[src/rtl/cmd_framer.sv]
// rtl/cmd_framer.sv - host command framer: 6-byte header parse, command handshake, load payload forwarding
//
// Parameters
//   ADDR_WIDTH      width of cmd_addr, 1..16 (low-memory address space)
//   TIMEOUT_CYCLES  idle cycles allowed between header bytes, 1..65535
//
// Ports
//   clk, rst                  system clock (rising edge), async active-high reset
//   in_data, in_empty         head byte / empty flag of the upstream receive fifo
//   in_read                   one-cycle pop strobe to the upstream fifo
//   cmd_valid, cmd_ready      command handshake; cmd_op/cmd_addr/cmd_len held while valid
//   pl_valid, pl_ready        load payload byte handshake, pl_data carries the byte
//   echo_valid, echo_data     copy of every consumed byte
//   err_opcode, err_timeout   one-cycle error pulses
//   busy                      high unless idle waiting for the first header byte
//
// Build option
//   CMD_FRAMER_ECHO_EN        when defined, echo_valid/echo_data mirror every pop;
//                             otherwise they are tied to zero.

module cmd_framer #(
    parameter int ADDR_WIDTH     = 13,
    parameter int TIMEOUT_CYCLES = 12000
) (
    input  logic                  clk,
    input  logic                  rst,
    input  logic [7:0]            in_data,
    input  logic                  in_empty,
    output logic                  in_read,
    output logic                  cmd_valid,
    input  logic                  cmd_ready,
    output logic [1:0]            cmd_op,
    output logic [ADDR_WIDTH-1:0] cmd_addr,
    output logic [15:0]           cmd_len,
    output logic                  pl_valid,
    input  logic                  pl_ready,
    output logic [7:0]            pl_data,
    output logic                  echo_valid,
    output logic [7:0]            echo_data,
    output logic                  err_opcode,
    output logic                  err_timeout,
    output logic                  busy
);

    typedef enum logic [1:0] {
        S_HDR,
        S_SETTLE,
        S_CMD,
        S_PAYLOAD
    } state_t;

    localparam logic [15:0] TIMER_LAST = 16'(TIMEOUT_CYCLES - 1);
    localparam logic [2:0]  HDR_BYTES  = 3'd6;

    state_t      r_state;
    state_t      w_state_nxt;

    logic [2:0]  r_count;
    logic [1:0]  r_op;
    logic [7:0]  r_adr_hi;
    logic [7:0]  r_adr_lo;
    logic [7:0]  r_len_hi;
    logic [7:0]  r_len_lo;
    logic [15:0] r_remaining;
    logic [15:0] r_timer;
    logic        r_read_prev;
    logic        r_pl_valid;
    logic [7:0]  r_pl_data;

    logic        w_can_pop;
    logic        w_partial;
    logic [15:0] w_len;
    logic [15:0] w_addr16;
    logic        w_hdr_pop;
    logic        w_pl_pop;
    logic        w_pl_hs;
    logic        w_cmd_hs;
    logic        w_cmd_valid;
    logic        w_op_err;
    logic        w_timeout;

    // The fifo head is only trusted when the previous cycle did not pop,
    // giving the upstream fifo a cycle to present its next byte.
    assign w_can_pop = !in_empty && !r_read_prev;
    assign w_partial = (r_count != 3'd0) && (r_count < HDR_BYTES);
    assign w_len     = {r_len_hi, r_len_lo};
    assign w_addr16  = {r_adr_hi, r_adr_lo};

    always_ff @(posedge clk or posedge rst) begin
        if (rst) begin
            r_state <= S_HDR;
        end else begin
            r_state <= w_state_nxt;
        end
    end

    always_comb begin
        w_state_nxt = r_state;
        w_hdr_pop   = 1'b0;
        w_pl_pop    = 1'b0;
        w_pl_hs     = 1'b0;
        w_cmd_hs    = 1'b0;
        w_cmd_valid = 1'b0;
        w_op_err    = 1'b0;
        w_timeout   = 1'b0;
        case (r_state)
            S_HDR: begin
                if (w_can_pop) begin
                    w_hdr_pop   = 1'b1;
                    w_state_nxt = S_SETTLE;
                end else if (w_partial && (r_timer >= TIMER_LAST)) begin
                    w_timeout = 1'b1;
                end
            end
            S_SETTLE: begin
                if (r_count == HDR_BYTES) begin
                    if (r_op == 2'd0) begin
                        w_op_err    = 1'b1;
                        w_state_nxt = S_HDR;
                    end else begin
                        w_state_nxt = S_CMD;
                    end
                end else begin
                    w_state_nxt = S_HDR;
                end
            end
            S_CMD: begin
                w_cmd_valid = 1'b1;
                if (cmd_ready) begin
                    w_cmd_hs = 1'b1;
                    if ((r_op == 2'd1) && (w_len != 16'd0)) begin
                        w_state_nxt = S_PAYLOAD;
                    end else begin
                        w_state_nxt = S_HDR;
                    end
                end
            end
            S_PAYLOAD: begin
                // Only one payload byte in flight: the next pop waits for
                // the current byte to be accepted downstream.
                if (!r_pl_valid && w_can_pop) begin
                    w_pl_pop = 1'b1;
                end
                if (r_pl_valid && pl_ready) begin
                    w_pl_hs = 1'b1;
                    if (r_remaining == 16'd1) begin
                        w_state_nxt = S_HDR;
                    end
                end
            end
            default: begin
                w_state_nxt = S_HDR;
            end
        endcase
    end

    always_ff @(posedge clk or posedge rst) begin
        if (rst) begin
            r_count     <= 3'd0;
            r_op        <= 2'd0;
            r_adr_hi    <= 8'h00;
            r_adr_lo    <= 8'h00;
            r_len_hi    <= 8'h00;
            r_len_lo    <= 8'h00;
            r_remaining <= 16'd0;
            r_timer     <= 16'd0;
            r_read_prev <= 1'b0;
            r_pl_valid  <= 1'b0;
            r_pl_data   <= 8'h00;
        end else begin
            r_read_prev <= in_read;

            if (w_hdr_pop) begin
                case (r_count)
                    3'd0:    r_op     <= in_data[1:0];
                    3'd2:    r_adr_hi <= in_data;
                    3'd3:    r_adr_lo <= in_data;
                    3'd4:    r_len_hi <= in_data;
                    3'd5:    r_len_lo <= in_data;
                    default: ;
                endcase
                r_count <= r_count + 3'd1;
            end else if (w_timeout || w_op_err || w_cmd_hs) begin
                r_count <= 3'd0;
            end

            // Counts cycles since the last header pop while a header is
            // half collected; idle, CMD and PAYLOAD keep it cleared.
            if (w_hdr_pop || !w_partial || w_timeout) begin
                r_timer <= 16'd0;
            end else if (r_timer != 16'hFFFF) begin
                r_timer <= r_timer + 16'd1;
            end

            if (w_cmd_hs) begin
                r_remaining <= w_len;
            end else if (w_pl_hs) begin
                r_remaining <= r_remaining - 16'd1;
            end

            if (w_pl_pop) begin
                r_pl_data  <= in_data;
                r_pl_valid <= 1'b1;
            end else if (w_pl_hs) begin
                r_pl_valid <= 1'b0;
            end
        end
    end

    // in_read depends on in_empty directly, so it is masked during reset
    // to keep every output low from the moment rst rises.
    assign in_read     = !rst && (w_hdr_pop || w_pl_pop);
    assign cmd_valid   = w_cmd_valid;
    assign cmd_op      = r_op;
    assign cmd_addr    = ADDR_WIDTH'(w_addr16);
    assign cmd_len     = w_len;
    assign pl_valid    = r_pl_valid;
    assign pl_data     = r_pl_data;
    assign err_opcode  = w_op_err;
    assign err_timeout = w_timeout;
    assign busy        = !((r_state == S_HDR) && (r_count == 3'd0));

`ifdef CMD_FRAMER_ECHO_EN
    assign echo_valid = in_read;
    assign echo_data  = in_read ? in_data : 8'h00;
`else
    assign echo_valid = 1'b0;
    assign echo_data  = 8'h00;
`endif

endmodule

[config.mk]
export PLATFORM = sky130hd
export DESIGN_NAME = cmd_framer
export DESIGN_NICKNAME = d
export VERILOG_FILES = /design/src/rtl/cmd_framer.sv
export SDC_FILE = /design/constraint.sdc
export NUM_CORES = 1
export LEC_CHECK = 0
export CORE_MARGIN = 1.5
export CORE_UTILIZATION = 55
export CTS_BUF_LIST = sky130_fd_sc_hd__clkbuf_4
export CTS_CLUSTER_SIZE = 20
export DETAILED_ROUTE_END_ITERATION = 7
export GPL_TIMING_DRIVEN = 0
export PLACE_DENSITY_LB_ADDON = 0.15
export SKIP_CTS_REPAIR_TIMING = 1
export SLEW_MARGIN = 20
export SYNTH_ARGS = -nofsm -noshare
export SYNTH_HDL_FRONTEND = slang
export SYNTH_SLANG_ARGS = --single-unit
[constraint.sdc]
create_clock -name clk -period 3.4 [get_ports clk]
set_clock_uncertainty 0.15 [all_clocks]
set_input_delay 0.34 -clock clk [delete_from_list [all_inputs] [get_ports clk]]
set_output_delay 0.34 -clock clk [all_outputs]
set_load 0.01 [all_outputs]
-- After elaboration in Yosys (flattened, before gate mapping)
Cells that the tools add are included.
- add/subtract/negate cells: 3
- order comparisons: 2
- eq/ne operators: 15
- multiplexer cells: 31
- reduce and logical (&&, ||, !) cells: 34
- operator list (kind ; count):
    $mux 16 ; 4
    $mux 1 ; 17
    $add 16x1->16 const B ; 1
    $eq 16x1->1 const B ; 1
    $ge 16x14->1 const B ; 1
    $ne 16x16->1 const B ; 1
    $reduce_bool 16->1 ; 1
    $sub 16x1->16 const B ; 1
    $mux 2 ; 7
    $reduce_and 2->1 ; 5
    $eq 3x3->1 const B ; 3
    $logic_and 1x1->1 ; 8
    $ne 2x2->1 const B ; 4
    $pmux 2 s4 ; 1
    $reduce_bool 2->1 ; 4
    $eq 3x2->1 const B ; 2
    $logic_not 1->1 ; 6
    $mux 3 ; 2
    $logic_or 1x1->1 ; 5
    $eq 2x1->1 const B ; 2
    $eq 2x2->1 const B ; 2
    $logic_not 2->1 ; 2
    $reduce_and 4->1 ; 1
    $add 3x1->3 const B ; 1
    3 further kinds ; 3
- register bits after elaboration: 78
- input bits: 13
- output and inout port bits: 54

-- Depth between registers and ports, before layout
Gate-level depths: netlist of run 1.
- depth after elaboration: 10
- depth in mapped cells: 7
- mapped depth without buffers: 7

-- Worst setup path after synthesis of run 1
No wires, ideal clock.
- path type: register to register
- from: register r_remaining[4]
- to: register r_remaining[15]
- setup time: 0.127 ns
- arrival time: 2.028 ns
- slack: 1.095 ns
- stages on the path, launching flop included: 7
- path buffers: 1
- period minus slack after synthesis: 2.305 ns
- cells stage by stage: dfrtp_1 > or4_1 > buf_2 > or4_4 > or3_4 > nand3_2 > o211ai_2
- word-level cells in the longest chain between the ends: 3
- ends and longest elaborated chain (item ; RTL line ; RTL):
    start: declaration ; 64 ; logic [15:0] r_remaining;
    start signal: assignment ; 196 ; r_remaining <= w_len;
    start signal: assignment ; 198 ; r_remaining <= r_remaining - 16'd1;
    $sub 16x1->16 ; 198 ;
    $mux 16 ; 197 ; end else if (w_pl_hs) begin
    $mux 16 ; 195 ; if (w_cmd_hs) begin
No other way between the ends. The select of a mux whose other input is x is not followed.
A chain may end at the register's enable or synchronous reset.

-- Worst setup path in the final report of run 1
- from: register r_state[0]
- to: output err_timeout
- word-level cells in the longest chain between the ends: 2
- ends and longest elaborated chain (item ; RTL line ; RTL):
    start: declaration ; 55 ; state_t r_state;
    start signal: assignment ; 93 ; r_state <= w_state_nxt;
    $logic_not 2->1 ; 106 ; case (r_state)
    $mux 1 ; 106 ;
    end: declaration ; 41 ; output logic err_timeout,
No other way between the ends.

==> results of run 1 <==
==> cell usage in the layout, fill, tap and decap left out, types with 3 or more instances in the layout <==
master and n:
sky130_fd_sc_hd__nand4_1 9, sky130_fd_sc_hd__nor4_1 8, sky130_fd_sc_hd__o221ai_1 3, sky130_fd_sc_hd__o21ai_0 9
sky130_fd_sc_hd__o211ai_1 9, sky130_fd_sc_hd__inv_1 6, sky130_fd_sc_hd__clkbuf_4 9, sky130_fd_sc_hd__nor2_1 29
sky130_fd_sc_hd__buf_2 3, sky130_fd_sc_hd__or4_1 4, sky130_fd_sc_hd__a21oi_1 4, sky130_fd_sc_hd__xnor2_1 4
sky130_fd_sc_hd__o311ai_0 6, sky130_fd_sc_hd__buf_4 13, sky130_fd_sc_hd__nand2_1 31, sky130_fd_sc_hd__clkdlybuf4s50_1 57
sky130_fd_sc_hd__nand3_1 16, sky130_fd_sc_hd__a22oi_1 3, sky130_fd_sc_hd__mux2_2 39, sky130_fd_sc_hd__nor3_1 10
sky130_fd_sc_hd__xor2_1 8, sky130_fd_sc_hd__conb_1 9, sky130_fd_sc_hd__ha_1 8, sky130_fd_sc_hd__dfrtp_1 78
sky130_fd_sc_hd__clkbuf_1 6, sky130_fd_sc_hd__and4_1 3, sky130_fd_sc_hd__inv_6 3
==> critical path, stage by stage (launching register included) <==
cell and delay (ns):
sky130_fd_sc_hd__dfrtp_1 0.38, sky130_fd_sc_hd__clkbuf_1 0.20, sky130_fd_sc_hd__nor2_1 0.23, sky130_fd_sc_hd__o21ai_0 0.15
sky130_fd_sc_hd__a311o_1 0.41, sky130_fd_sc_hd__a211oi_1 0.28, sky130_fd_sc_hd__clkdlybuf4s50_1 0.59
==> registers in the layout (all words and copies together) (netlist names) <==
register / count
r_count: 3
cmd_op: 2
r_adr_hi: 5
pl_valid: 1
r_len_hi: 8
r_len_lo: 8
r_state: 2
r_timer: 16
pl_data: 8
r_read_prev: 1
r_remaining: 16
r_adr_lo: 8
==> report_power, final <==
part	switching (mW)	internal (mW)	total [mW]
Sequential	0.317	1.26	1.58
Clock	0.353	0.233	0.585
Combinational	0.762	0.876	1.64
Total	1.43	2.37	3.80
==> final cells by class <==
type                       count  area, sq um  area share (%)
inverter                       7         28.8           0.615
timing repair buffer          61          613            13.1
buffer                        19          113            2.41
clock inverter                 7         80.1            1.71
clock buffer                   9         67.6            1.44
multi-input combinational    244         1720            36.9
sequential                    78         1950            41.7
tap                           80          100            2.14
==> logic make-up after synthesis <==
| kind of cell | Yosys count | synth area share (%) |
|---|---|---|
| AO/OA/AOI/OAI | 49 | 9.58 |
| XOR/XNOR | 12 | 2.78 |
| adder cells (fa/ha/maj) | 8 | 2.65 |
| buffers and inverters | 26 | 3.68 |
| flip-flops | 78 | 51.7 |
| multiplexers | 40 | 11.9 |
| other | 1 | 0.0993 |
| AND/OR/NAND/NOR | 126 | 17.6 |
==> final timing paths <==
check,start,endpoint,slack [ns],cells past startpoint
setup / recovery,r_state[0],err_timeout,0.24,6
hold / removal,rst,r_count[2],0.16,2
setup reg to reg,r_remaining[4],r_remaining[15],0.97,6
hold reg to reg,r_adr_lo[2],r_adr_lo[2],0.37,1
max in group asynchronous,rst,r_state[1],2.38,3
min in group clk,r_adr_lo[2],r_adr_lo[2],0.37,1
==> routing by layer <==
| metal | part of all wire (%) | vias to the layer above | GRT usage [%] |
|---|---|---|---|
| met2 | 47 | 85 | 36.9 |
| met3 | 6.2 | 17 | 5.68 |
| met1 | 45 | 1455 | 34.0 |
| li1 | - | 1408 | - |
| met4 | 2.0 | 0 | 9.53 |
| met5 | 0 | - | 0 |
==> through the flow <==
stage          power (mW)  hold WS [ns]  util (%)  TNS, ns  setup slack, ns
2_1_floorplan        2.47         0.306         -        0            0.915
3_3_place_gp         3.16         0.338      66.6   -25.16           -0.326
3_5_place_dp         3.22         0.344      67.1        0            0.510
4_1_cts              3.82         0.150      69.3        0            0.159
5_1_grt              4.04         0.194      69.6        0           0.0784
6_report             3.80         0.155      69.6        0            0.240
==> metrics.txt, run 1 <==
# TYPE chip_impl_metric gauge
chip_impl_info{name="outcome",value="complete, no violations"} 1
chip_impl_metric{name="maxClockFrequency",unit="MHz"} 316
chip_impl_metric{name="clk-insertion-delay-late",unit="ns"} 0.43
chip_impl_metric{name="cts-root-to-sink-buffers",unit=""} 2
chip_impl_metric{name="timing.final.crit_period",unit="ns"} 3.16
chip_impl_metric{name="final_hold_viol_count",unit=""} 0
chip_impl_metric{name="worst_slew_margin_rel",unit="%"} 53.3
chip_impl_metric{name="numCtsBuffers",unit=""} 9
chip_impl_metric{name="die_width",unit="um"} 85.9
chip_impl_info{name="cell_with_the_most_instances_after_synthesis",value="sky130_fd_sc_hd__dfrtp_1"} 1
chip_impl_metric{name="synthesis.area",unit="sq mm"} 0.00378
chip_impl_metric{name="synthCells",unit=""} 340
chip_impl_metric{name="grt.overflow.total",unit=""} 0
chip_impl_metric{name="path_clk_slew",unit="ns"} 0.13
chip_impl_metric{name="routed_wire_length_per_instance",unit="um"} 16.8
chip_impl_metric{name="yosys.cell_types.count",unit=""} 51
chip_impl_info{name="synth_commonest_cells",value="sky130_fd_sc_hd__dfrtp_1, sky130_fd_sc_hd__mux2_2, sky130_fd_sc_hd__nand2_1"} 1
chip_impl_metric{name="initial_antenna_violation_count",unit=""} 0
chip_impl_metric{name="crit_arrival",unit="ns"} 2.67
chip_impl_metric{name="design.portCount",unit=""} 67
chip_impl_info{name="root_buffer",value="sky130_fd_sc_hd__clkbuf_4"} 1
chip_impl_metric{name="num-fill-cells",unit=""} 509
chip_impl_metric{name="n_antenna_cell",unit=""} 0
chip_impl_metric{name="core_region_area",unit="sq mm"} 0.00672
chip_impl_metric{name="final-setup-viol-count",unit=""} 0
chip_impl_metric{name="ant_nets",unit=""} 0
chip_impl_metric{name="place.gp.congestion",unit=""} 0.885
chip_impl_metric{name="post_layout_cell_count",unit=""} 505
chip_impl_metric{name="die_area",unit="sq mm"} 0.00737
chip_impl_metric{name="htree_num_levels",unit=""} 3
chip_impl_info{name="critical_path.endpoint_type",value="output pin"} 1
chip_impl_metric{name="initial_core_utilization",unit="%"} 56.2
chip_impl_metric{name="drcViolationCount",unit=""} 0
chip_impl_metric{name="power.ir.vdd_worst",unit="mV"} 0.580
chip_impl_metric{name="yosysWarnings",unit=""} 0
chip_impl_metric{name="die_h",unit="um"} 85.9
chip_impl_info{name="timing.critical_path.from_type",value="register"} 1
chip_impl_metric{name="worstMarginPinSlew",unit="ns"} 0.694
chip_impl_metric{name="timing.final.crit_share",unit="%"} 92.9
chip_impl_metric{name="dp_cells",unit=""} 486
chip_impl_metric{name="ys_seq_area_share",unit="%"} 51.7
chip_impl_info{name="setup_repair_after_global_routing_missed_its_margin",value="no"} 1
chip_impl_metric{name="core.rowCount",unit=""} 30
chip_impl_metric{name="share_of_layout_cells_above_drive_strength_1",unit="%"} 19.8
chip_impl_info{name="synth_top_area_cell",value="sky130_fd_sc_hd__dfrtp_1"} 1
chip_impl_metric{name="avgViaCountPerCell",unit=""} 5.87
chip_impl_metric{name="grt_use_total",unit="%"} 24.3
chip_impl_metric{name="critical_path_required",unit="ns"} 2.91
chip_impl_metric{name="grt_pass1_vias",unit=""} 2871
chip_impl_info{name="timing.setup.critical_path_class",value="reg2out"} 1
chip_impl_metric{name="detail_route.wirelength",unit="um"} 8510
chip_impl_info{name="synthTopCellsByArea",value="sky130_fd_sc_hd__dfrtp_1, sky130_fd_sc_hd__mux2_2, sky130_fd_sc_hd__nand2_1, sky130_fd_sc_hd__nor2_1, sky130_fd_sc_hd__ha_1"} 1
chip_impl_metric{name="area_growth_from_synthesis_to_layout",unit="%"} 23.9
chip_impl_metric{name="synth_top_cell_area_share",unit="%"} 51.7
chip_impl_metric{name="cp_max_fo",unit=""} 9
chip_impl_metric{name="synth_seq_cells",unit=""} 78
chip_impl_metric{name="grt_start_max_net_pins",unit=""} 41
chip_impl_metric{name="tritoncts_sinks",unit=""} 78
chip_impl_metric{name="dp_hpwl",unit="um"} 6170
chip_impl_metric{name="async_flop_share",unit="%"} 100
chip_impl_info{name="cts_tree",value="built"} 1
chip_impl_metric{name="report.final.slew_viol_count",unit=""} 0
chip_impl_metric{name="design.final.nets",unit=""} 441
chip_impl_metric{name="grt_pass1_wl",unit="um"} 14000
chip_impl_info{name="worstHoldPathType",value="in2async"} 1
chip_impl_metric{name="power_density",unit="mW/mm^2"} 813
chip_impl_metric{name="layout.cell_area.non_filler",unit="sq mm"} 0.00468
chip_impl_metric{name="synthesis.area_per_instance",unit="sq um"} 11.1
chip_impl_metric{name="p_leak",unit="nW"} 1.99
chip_impl_metric{name="maxCapViolations",unit=""} 0
chip_impl_info{name="primary_flip_flop_cell_chosen_by_synthesis_mapping",value="sky130_fd_sc_hd__dfrtp_1"} 1
chip_impl_metric{name="drt_iter0_drc",unit=""} 256
chip_impl_metric{name="number_of_enable_flip_flop_cells_after_synthesis",unit=""} 0
chip_impl_metric{name="cell_area_placed",unit="sq mm"} 0.00451
chip_impl_metric{name="firstDrtPassIters",unit=""} 4
chip_impl_metric{name="vias",unit=""} 2965
chip_impl_metric{name="io_buffer_count",unit=""} 57
No activity file was read; power rests on OpenSTA's default activity.
==> run 2: changes to the inputs <==
--- a/config.mk
+++ b/config.mk
@@ -8,7 +8,7 @@
 export CORE_MARGIN = 1.5
 export CORE_UTILIZATION = 55
 export CTS_BUF_LIST = sky130_fd_sc_hd__clkbuf_4
-export CTS_CLUSTER_SIZE = 20
+export CTS_CLUSTER_SIZE = 12
 export DETAILED_ROUTE_END_ITERATION = 7
 export GPL_TIMING_DRIVEN = 0
 export PLACE_DENSITY_LB_ADDON = 0.15
==> results of run 2 <==
The final DEF is identical to that of run 1; final timing and power are the same.
